**config.mk**
```make
export PLATFORM = sky130hd
export DESIGN_NAME = fft_frame_ctrl
export DESIGN_NICKNAME = d
export VERILOG_FILES = /design/src/rtl/fft_frame_ctrl.sv
export SDC_FILE = /design/constraint.sdc
export NUM_CORES = 1
export LEC_CHECK = 0
export ABC_CLOCK_PERIOD_IN_PS = 3200
export CAP_MARGIN = 20
export CORE_MARGIN = 3
export CORE_UTILIZATION = 48
export DETAILED_ROUTE_END_ITERATION = 10
export MAX_ROUTING_LAYER = met4
export PLACE_DENSITY_LB_ADDON = 0.3
export SLEW_MARGIN = 20
export SYNTH_ARGS = -nofsm -noshare
export SYNTH_HDL_FRONTEND = slang
export SYNTH_SLANG_ARGS = --single-unit
```
**constraint.sdc**
```tcl
create_clock -name clk -period 3.2 [get_ports clk]
set_clock_uncertainty 0.2 [all_clocks]
set_input_delay 0.48 -clock clk [delete_from_list [all_inputs] [get_ports clk]]
set_output_delay 0.48 -clock clk [all_outputs]
set_load 0.02 [all_outputs]
```
**src/rtl/fft_frame_ctrl.sv**
```systemverilog
// fft_frame_ctrl: frame sequencer that wraps one parallel N-point FFT.
// It collects N serial samples into a frame, holds the frame on fft_data_in
// while the FFT pipeline settles, captures fft_data_out, then streams the
// result out serially with a last flag.
// Optional build macro: FFT_CTRL_BITREV_EN -- when defined, results are read
// out in bit-reversed index order (natural frequency order for the FFT).
`timescale 1ns/1ps

module fft_frame_ctrl #(
    parameter int N            = 4,
    parameter int SAMPLE_WIDTH = 16,
    parameter int FFT_LATENCY  = 1,
    parameter int CNT_WIDTH    = 16
) (
    input  logic                      clk,
    input  logic                      rst,
    input  logic                      flush,
    input  logic                      s_valid,
    output logic                      s_ready,
    input  logic [SAMPLE_WIDTH-1:0]   s_data,
    output logic [N*SAMPLE_WIDTH-1:0] fft_data_in,
    input  logic [N*SAMPLE_WIDTH-1:0] fft_data_out,
    output logic                      m_valid,
    input  logic                      m_ready,
    output logic [SAMPLE_WIDTH-1:0]   m_data,
    output logic                      m_last,
    output logic                      busy,
    output logic [CNT_WIDTH-1:0]      frame_count
);

    localparam int IDX_W  = $clog2(N);
    localparam int WAIT_W = (FFT_LATENCY < 2) ? 1 : $clog2(FFT_LATENCY + 1);

    typedef enum logic [1:0] {
        ST_COLLECT,
        ST_WAIT,
        ST_DRAIN
    } state_t;

    state_t                  state;
    state_t                  state_nxt;
    logic [IDX_W-1:0]        wr_idx;
    logic [IDX_W-1:0]        rd_idx;
    logic [IDX_W-1:0]        rd_sel;
    logic [WAIT_W-1:0]       wait_cnt;
    logic [SAMPLE_WIDTH-1:0] in_buf  [N];
    logic [SAMPLE_WIDTH-1:0] out_buf [N];

    logic s_hs;
    logic m_hs;
    logic in_last;
    logic out_last;
    logic wait_done;

    assign s_hs      = s_valid & s_ready;
    assign m_hs      = m_valid & m_ready;
    assign in_last   = (wr_idx == IDX_W'(N - 1));
    assign out_last  = (rd_idx == IDX_W'(N - 1));
    assign wait_done = (wait_cnt == WAIT_W'(FFT_LATENCY));

    // The FFT sees the input buffer directly, so its input is registered and
    // stays frozen outside COLLECT.
    for (genvar i = 0; i < N; i++) begin : g_pack
        assign fft_data_in[i*SAMPLE_WIDTH +: SAMPLE_WIDTH] = in_buf[i];
    end

`ifdef FFT_CTRL_BITREV_EN
    // Reverse the read index bits so results leave in natural frequency order.
    always_comb begin
        rd_sel = '0;
        for (int b = 0; b < IDX_W; b++) begin
            rd_sel[b] = rd_idx[IDX_W-1-b];
        end
    end
`else
    assign rd_sel = rd_idx;
`endif

    // State register.
    always_ff @(posedge clk) begin
        // NOTE: sequential state is always updated with non-blocking
        // assignments so every register samples pre-edge values.
        if (rst) begin
            state <= ST_COLLECT;
        end else begin
            state <= state_nxt;
        end
    end

    // Next-state logic: collect N samples, wait out the FFT, drain N results.
    always_comb begin
        // NOTE: default assignment first so no path leaves state_nxt unassigned
        // and no latch is inferred.
        state_nxt = state;
        case (state)
            ST_COLLECT: if (s_hs && !flush && in_last) state_nxt = ST_WAIT;
            ST_WAIT:    if (wait_done)                 state_nxt = ST_DRAIN;
            ST_DRAIN:   if (m_hs && out_last)          state_nxt = ST_COLLECT;
            default:                                   state_nxt = ST_COLLECT;
        endcase
    end

    // Output decode from the current state and read index.
    always_comb begin
        s_ready = 1'b0;
        m_valid = 1'b0;
        m_last  = 1'b0;
        m_data  = '0;
        if (state == ST_COLLECT) begin
            s_ready = 1'b1;
        end
        if (state == ST_DRAIN) begin
            m_valid = 1'b1;
            m_last  = out_last;
            m_data  = out_buf[rd_sel];
        end
        busy = (state != ST_COLLECT) || (wr_idx != '0);
    end

    // Datapath: indices, latency counter, frame buffers and frame counter.
    always_ff @(posedge clk) begin
        if (rst) begin
            wr_idx      <= '0;
            rd_idx      <= '0;
            wait_cnt    <= '0;
            frame_count <= '0;
            // NOTE: both buffers are reset because fft_data_in and m_data must
            // read zero after reset; this forces a resettable flop per bit.
            for (int i = 0; i < N; i++) begin
                in_buf[i]  <= '0;
                out_buf[i] <= '0;
            end
        end else begin
            case (state)
                ST_COLLECT: begin
                    // flush wins over a simultaneous handshake: sample dropped.
                    if (flush) begin
                        wr_idx <= '0;
                    end else if (s_hs) begin
                        in_buf[wr_idx] <= s_data;
                        if (in_last) begin
                            wr_idx   <= '0;
                            wait_cnt <= '0;
                        end else begin
                            wr_idx <= wr_idx + 1'b1;
                        end
                    end
                end
                ST_WAIT: begin
                    if (wait_done) begin
                        for (int i = 0; i < N; i++) begin
                            out_buf[i] <= fft_data_out[i*SAMPLE_WIDTH +: SAMPLE_WIDTH];
                        end
                        rd_idx <= '0;
                    end else begin
                        wait_cnt <= wait_cnt + 1'b1;
                    end
                end
                ST_DRAIN: begin
                    if (m_hs) begin
                        if (out_last) begin
                            rd_idx      <= '0;
                            frame_count <= frame_count + 1'b1;
                        end else begin
                            rd_idx <= rd_idx + 1'b1;
                        end
                    end
                end
                default: begin
                    wr_idx <= '0;
                end
            endcase
        end
    end

endmodule

```
==> impl_metrics.env <==
export IMPL_place_congestion=0.8228
export IMPL_fin_util=0.7124
export IMPL_ys_async_sr_fraction=0
export IMPL_required_ns=2.52
export IMPL_synthCells=451
export IMPL_synth_cell_area_um2=6431
export IMPL_ir_drop_v=0.0002877
export IMPL_root_buffer="clkbuf_16"
export IMPL_syn_to_final_growth_pct=42.63
export IMPL_power_mw=4.737
export IMPL_first_pass_iters=4
export IMPL_ys_flop_type="edfxtp_1"
export IMPL_yosysSeqAreaShare=0.6755
export IMPL_cts_resized_gates=1
export IMPL_yosysTopAreaCell="edfxtp_1"
export IMPL_drv_cap=0
export IMPL_crit_family="buffers and inverters"
export IMPL_numCtsBuffers=17
export IMPL_syn_nets=544
export IMPL_max_stage_delay_ns=0.56
export IMPL_cts_hold_buf=0
export IMPL_slew_headroom=0.6104
export IMPL_layout_drive_gt1_share=0.1079
export IMPL_fin_nets=738
export IMPL_insertion_delay_ns=0.41
export IMPL_tightest_slew_ns=0.5791
export IMPL_numPortBuffers=184
export IMPL_worstSetupPathType="reg2out"
export IMPL_crit_buf_inv=2
export IMPL_critPathLaunchType="register"
export IMPL_dp_hpwl_mm=10.09
export IMPL_slowest_stage="mux4_2"
export IMPL_postCtsSetupBuffers=0
export IMPL_rows=41
export IMPL_synth_distinct_cells=33
export IMPL_crit_fanout=16
export IMPL_clk_pin_slew_ns=0.05
export IMPL_drt_iter0_markers=298
export IMPL_period_share=0.9429
export IMPL_drcViolationCount=0
export IMPL_cts_sinks=153
export IMPL_vias_per_cell=5.051
export IMPL_rsz0062_at_grt="no"
export IMPL_start_util=0.4995
export IMPL_grt_ovfl_total=0
export IMPL_status="complete, no violations"
export IMPL_cts_buffer_depth=2
export IMPL_antenna_cells=0
export IMPL_ant_nets=0
export IMPL_setup_viol=0
export IMPL_grt_max_degree=65
export IMPL_crit_chain="buf_4 -> mux4_2 -> and2_1 -> clkdlybuf4s50_1"
export IMPL_yosys_register_bits=153
export IMPL_htree_num_levels=4
export IMPL_drv_slew=0
export IMPL_die_area_um2=14820
export IMPL_synthTopCellsByCount="146 x and2_1, 128 x edfxtp_1, 25 x dfxtp_1"
export IMPL_vias=4192
export IMPL_chipWidth_um=121.8
export IMPL_cts_tree="built"
export IMPL_grt_pass1_wl_mm=22.26
export IMPL_ios=185
export IMPL_fmax_mhz=331.4
export IMPL_finalCriticalPeriod_ns=3.017
export IMPL_crit_path_end_kind="output pin"
export IMPL_wl_per_cell_um=17.13
export IMPL_routed_wl_mm=14.21
export IMPL_die_height_um=121.8
export IMPL_hold_violations=0
export IMPL_gr_usage_all_layers=0.2059
export IMPL_antenna_found_initial=0
export IMPL_synth_area_per_cell_um2=14.26
export IMPL_synth_warnings=0
export IMPL_synth_area_leaders="edfxtp_1 60%, and2_1 14%, dfxtp_1 7.8%"
export IMPL_synth_top_area_frac=0.5977
export IMPL_cp_data_arrival_time_ns=2.34
export IMPL_cellPowerDensity_nw_per_um2=516.4
export IMPL_grt_pass1_vias=4328
export IMPL_synth_most_common_cell="and2_1"
export IMPL_synth_edff_count=128
export IMPL_leakagePower_nw=3.366
export IMPL_totalNegativeSetupSlack_ns=0
export IMPL_core_area_um2=12880
export IMPL_hp_class="reg2reg"
==> worst reg2reg max path, stage by stage (launching register included) <==
cell and delay (ns):
dfxtp_1 0.32, inv_1 0.11, ha_2 0.47, nand4_1 0.18, or4_4 0.60, or3_1 0.37, a21oi_1 0.15
==> placed cells by master (no fill, tap or decap), types with 2 or more instances in the layout <==
cell	n
or3_1	4
ha_1	7
nand4_1	3
edfxtp_1	128
inv_1	7
clkbuf_1	3
dfxtp_1	25
nor4_2	3
nor3_1	4
bufinv_16	5
mux2i_1	6
mux4_2	16
nor2_1	21
nand2_1	12
buf_4	10
nand3b_1	2
xnor2_1	6
clkdlybuf4s50_1	184
a21oi_1	6
o21ai_0	3
and2_1	146
nor4_1	4
clkbuf_8	3
clkbuf_16	17
or2_2	5
clkinv_2	4
nor3b_1	3
nand3_1	4
xor2_1	5
==> metal layers <==
layer  part of all wire  routed length (um)  vias up  track usage
met5                  0                   0        -            -
met4              0.023                 332        0      0.08683
met3              0.051                 726       22      0.04735
met2               0.53                7545      134       0.3408
met1               0.39                5610     2050       0.2440
li1                   -                   -     1986            -
==> layout make-up <==
cell class | count | area, um^2
sequential | 153 | 4344
clock buffer | 23 | 478.0
inverter | 7 | 26.28
multi-input combinational | 271 | 2002
tap | 172 | 215.2
timing repair buffer | 195 | 1937
clock inverter | 9 | 170.2
fill | 874 | 3704
==> cells by family after synthesis <==
logic type      after synthesis  synth area share
buf+inv                      27           0.01732
compound gates               13           0.01206
flops                       153            0.6755
fa+ha+maj                     8           0.01556
xor+xnor                     11           0.01498
mux                          22           0.06537
simple gates                217            0.1992
==> path summary, 6_finish.rpt <==
kind / cells past startpoint / slack, ns / end / startpoint
max: 4 / 0.18 / m_data[7] / register
min: 2 / 0.30 / frame_count[15] / frame_count[15]
max reg2reg: 6 / 0.74 / frame_count[15] / state[0]
min reg2reg: 2 / 0.30 / frame_count[15] / frame_count[15]
==> sequential cells by signal, indices dropped and copies added, names as in the netlist, named ones only <==
signal       cells
state            2
wait_cnt         1
in_buf          64
rd_idx           2
wr_idx           2
frame_count     16
out_buf         64
==> metrics by stage <==
step                      instances  instance area, um^2  hold slack, ns  setup WS (ns)
after floorplan                 451                 6431          0.2871         0.4007
after global placement          798                 8522          0.2724         0.5021
after detailed placement        798                 8522          0.2908         0.4487
after CTS                       830                 9173          0.3004         0.1372
after global routing            830                 9173          0.3420        0.08201
final                           830                 9173          0.3048         0.1827
==> power by group <==
| part | internal [mW] | total, mW | switching (mW) |
|---|---|---|---|
| Clock | 1.44 | 2.17 | 0.727 |
| Combinational | 0.180 | 0.329 | 0.148 |
| Sequential | 2.22 | 2.24 | 0.0200 |
| Total | 3.84 | 4.74 | 0.896 |
Power figures use the tool's default switching activity.
==> edit: new RTL, same settings <==
The option `FFT_CTRL_BITREV_EN` is turned on by a define.
--- a/src/rtl/fft_frame_ctrl.sv
+++ b/src/rtl/fft_frame_ctrl.sv
@@ -5,6 +5,8 @@
 // Optional build macro: FFT_CTRL_BITREV_EN -- when defined, results are read
 // out in bit-reversed index order (natural frequency order for the FFT).
 `timescale 1ns/1ps
+
+`define FFT_CTRL_BITREV_EN
 
 module fft_frame_ctrl #(
     parameter int N            = 4,
Behaviour: not the same (a bounded check fails within 10 cycles, from zero or initial values and one cycle with rst high).
==> edit against the original RTL <==
Worst setup slack better by 9.1 ps. Register-to-register slack better by 20 ps. Synthesized area up 1.1%. Power down 6.2%. Sequential share of layout area up 0.16 points. Combinational power about the same. Wire length down 2.4%. Final area down 0.34%. Utilization down 0.52 points. Via count down 0.45%. Non-clock buffer count down 1. Sequential cell count unchanged. Critical path type unchanged. Critical endpoint is now m_data[15]. Highest routed layer unchanged.
==> edit: results (changes against the original RTL) <==
Placed design
The post-detailed-placement cell area is 0.00857 mm^2 (+0.59%). The pre-CTS setup slack is 497 ps (+48.8 ps). The number of placed instances with taps included came to 797 (-0.13%). The final weighted congestion of routability-driven global placement is 0.805 (-2.2%). The half-perimeter wire length after detailed placement is 9.87 mm (-2.2%).

GRT
The total global routing track utilization is 19.6% (-1.0 points). The global-route wire length before repair is 21.4 mm (-4.1%). The global-route met3 utilization is 4.79% (+0.057 points). The via count of the first global-routing pass came to 4,306 (-0.51%).

The met1 capacity usage during global routing is 22.6% (-1.8 points).

Synth
The post-synthesis adder-cell area fraction was 1.54% (-0.017 points). The unique cell type count in the Yosys netlist is 41 (+24%). The multiplexer share of the synthesized area is 6.31% (-0.23 points). The parity-gate share of the synthesized area counting xor and xnor cells is 1.35% (-0.15 points).

The proportion of synthesized chip area in sequential cells was 66.8% (-0.75 points). After synthesis, the largest family of logic cells by area is simple AND/OR/NAND/NOR gates. Sorting the synthesized cells by area gives the leading types as edfxtp_1 59%, and2_1 14%, dfxtp_1 7.7%. Ranked by instance count, the synthesized netlist is headed by 146 x and2_1, 128 x edfxtp_1, 25 x dfxtp_1, 20 x nor2_1, 17 x clkbuf_1. The area fraction in compound gates after synthesis is 1.50% (+0.29 points).

STA
The tightest hold margin is 283 ps (-21.8 ps). The pin slew with the least headroom to its limit is 784 ps (+205 ps). The maximum clock frequency is 0.332 GHz (+0.30%).

CTS
The post-CTS resize count is 0 (-1). In this run the clock root is driven by a clkbuf_16. The CTS H-tree depth is 4 (unchanged). The number of buffers inserted to repair setup after CTS is 0 (unchanged).

Critical path
The register-to-register path setup slack is 760 ps (+20 ps). STA puts the critical path data arrival time at between 2000 and 2500 ps.

Detailed routing
The number of DRC markers after the initial detailed-route iteration came to 192 (-36%). The vias per cell is 5.03 (-0.33%). The routed wire length was 13.9 mm (-2.4%).

The detailed-routed wire length on met3 came to 947 um (+30%). The wire length on met1 is 5.57 mm (-0.80%). The count of TritonRoute iterations in the first routing pass was 5 (+1). The met2 wire length is 6.94 mm (-8.0%).

Finish
The fraction of final layout cells sized beyond drive strength 1 is 11.0% (+0.17 points). The final net count is 737 (-0.14%). The number of cells in the finished layout apart from fillers is 829 (-0.12%).

Power and ir drop
The proportion of power drawn by combinational gates is 7.4% (+0.5 points). The reported leakage power is 3.32 nW (-1.3%). The worst supply voltage drop on vdd was 292 uV (+1.3%).

The clock power share is 42.1% (-3.7 points). The switching part of the total power came to 20.3% (+1.4 points).

Run status
The flow ran to the end, and the final reports show no timing, DRC or antenna violations.
[edit: cell types whose count changed after synthesis, sizes merged, moves of 2 or more]
cell   before  now
or3         4    2
inv         7    5
o31ai       0    2
nand3       4    6
and4        0    2
nor2       22   20
and3        1    3
a21oi       6    8
[edit: worst min-delay path: cells and delay by family, from the launching register on]
| kind | cells | cell delay [ps] |
|---|---|---|
| compound gates | 2 | 120 |
| flops | 1 | 320 |
[edit: cell type report]
type                            instances  area (um^2)
Sequential cell                       153         4340
Fill cell                             905         3790
Multi-Input combinational cell        273         2070
Timing Repair Buffer                  194         1930
Clock buffer                           26          532
Tap cell                              172          215
Clock inverter                          6         35.0
Inverter                                5         18.8
[edit: final timing paths]
path | startpoint | to | depth (start not counted)
min reg2reg | frame_count[15] | frame_count[15] | 2
max reg2reg | state[0] | frame_count[15] | 6
max | flop | m_data[15] | 4
min | frame_count[15] | frame_count[15] | 2
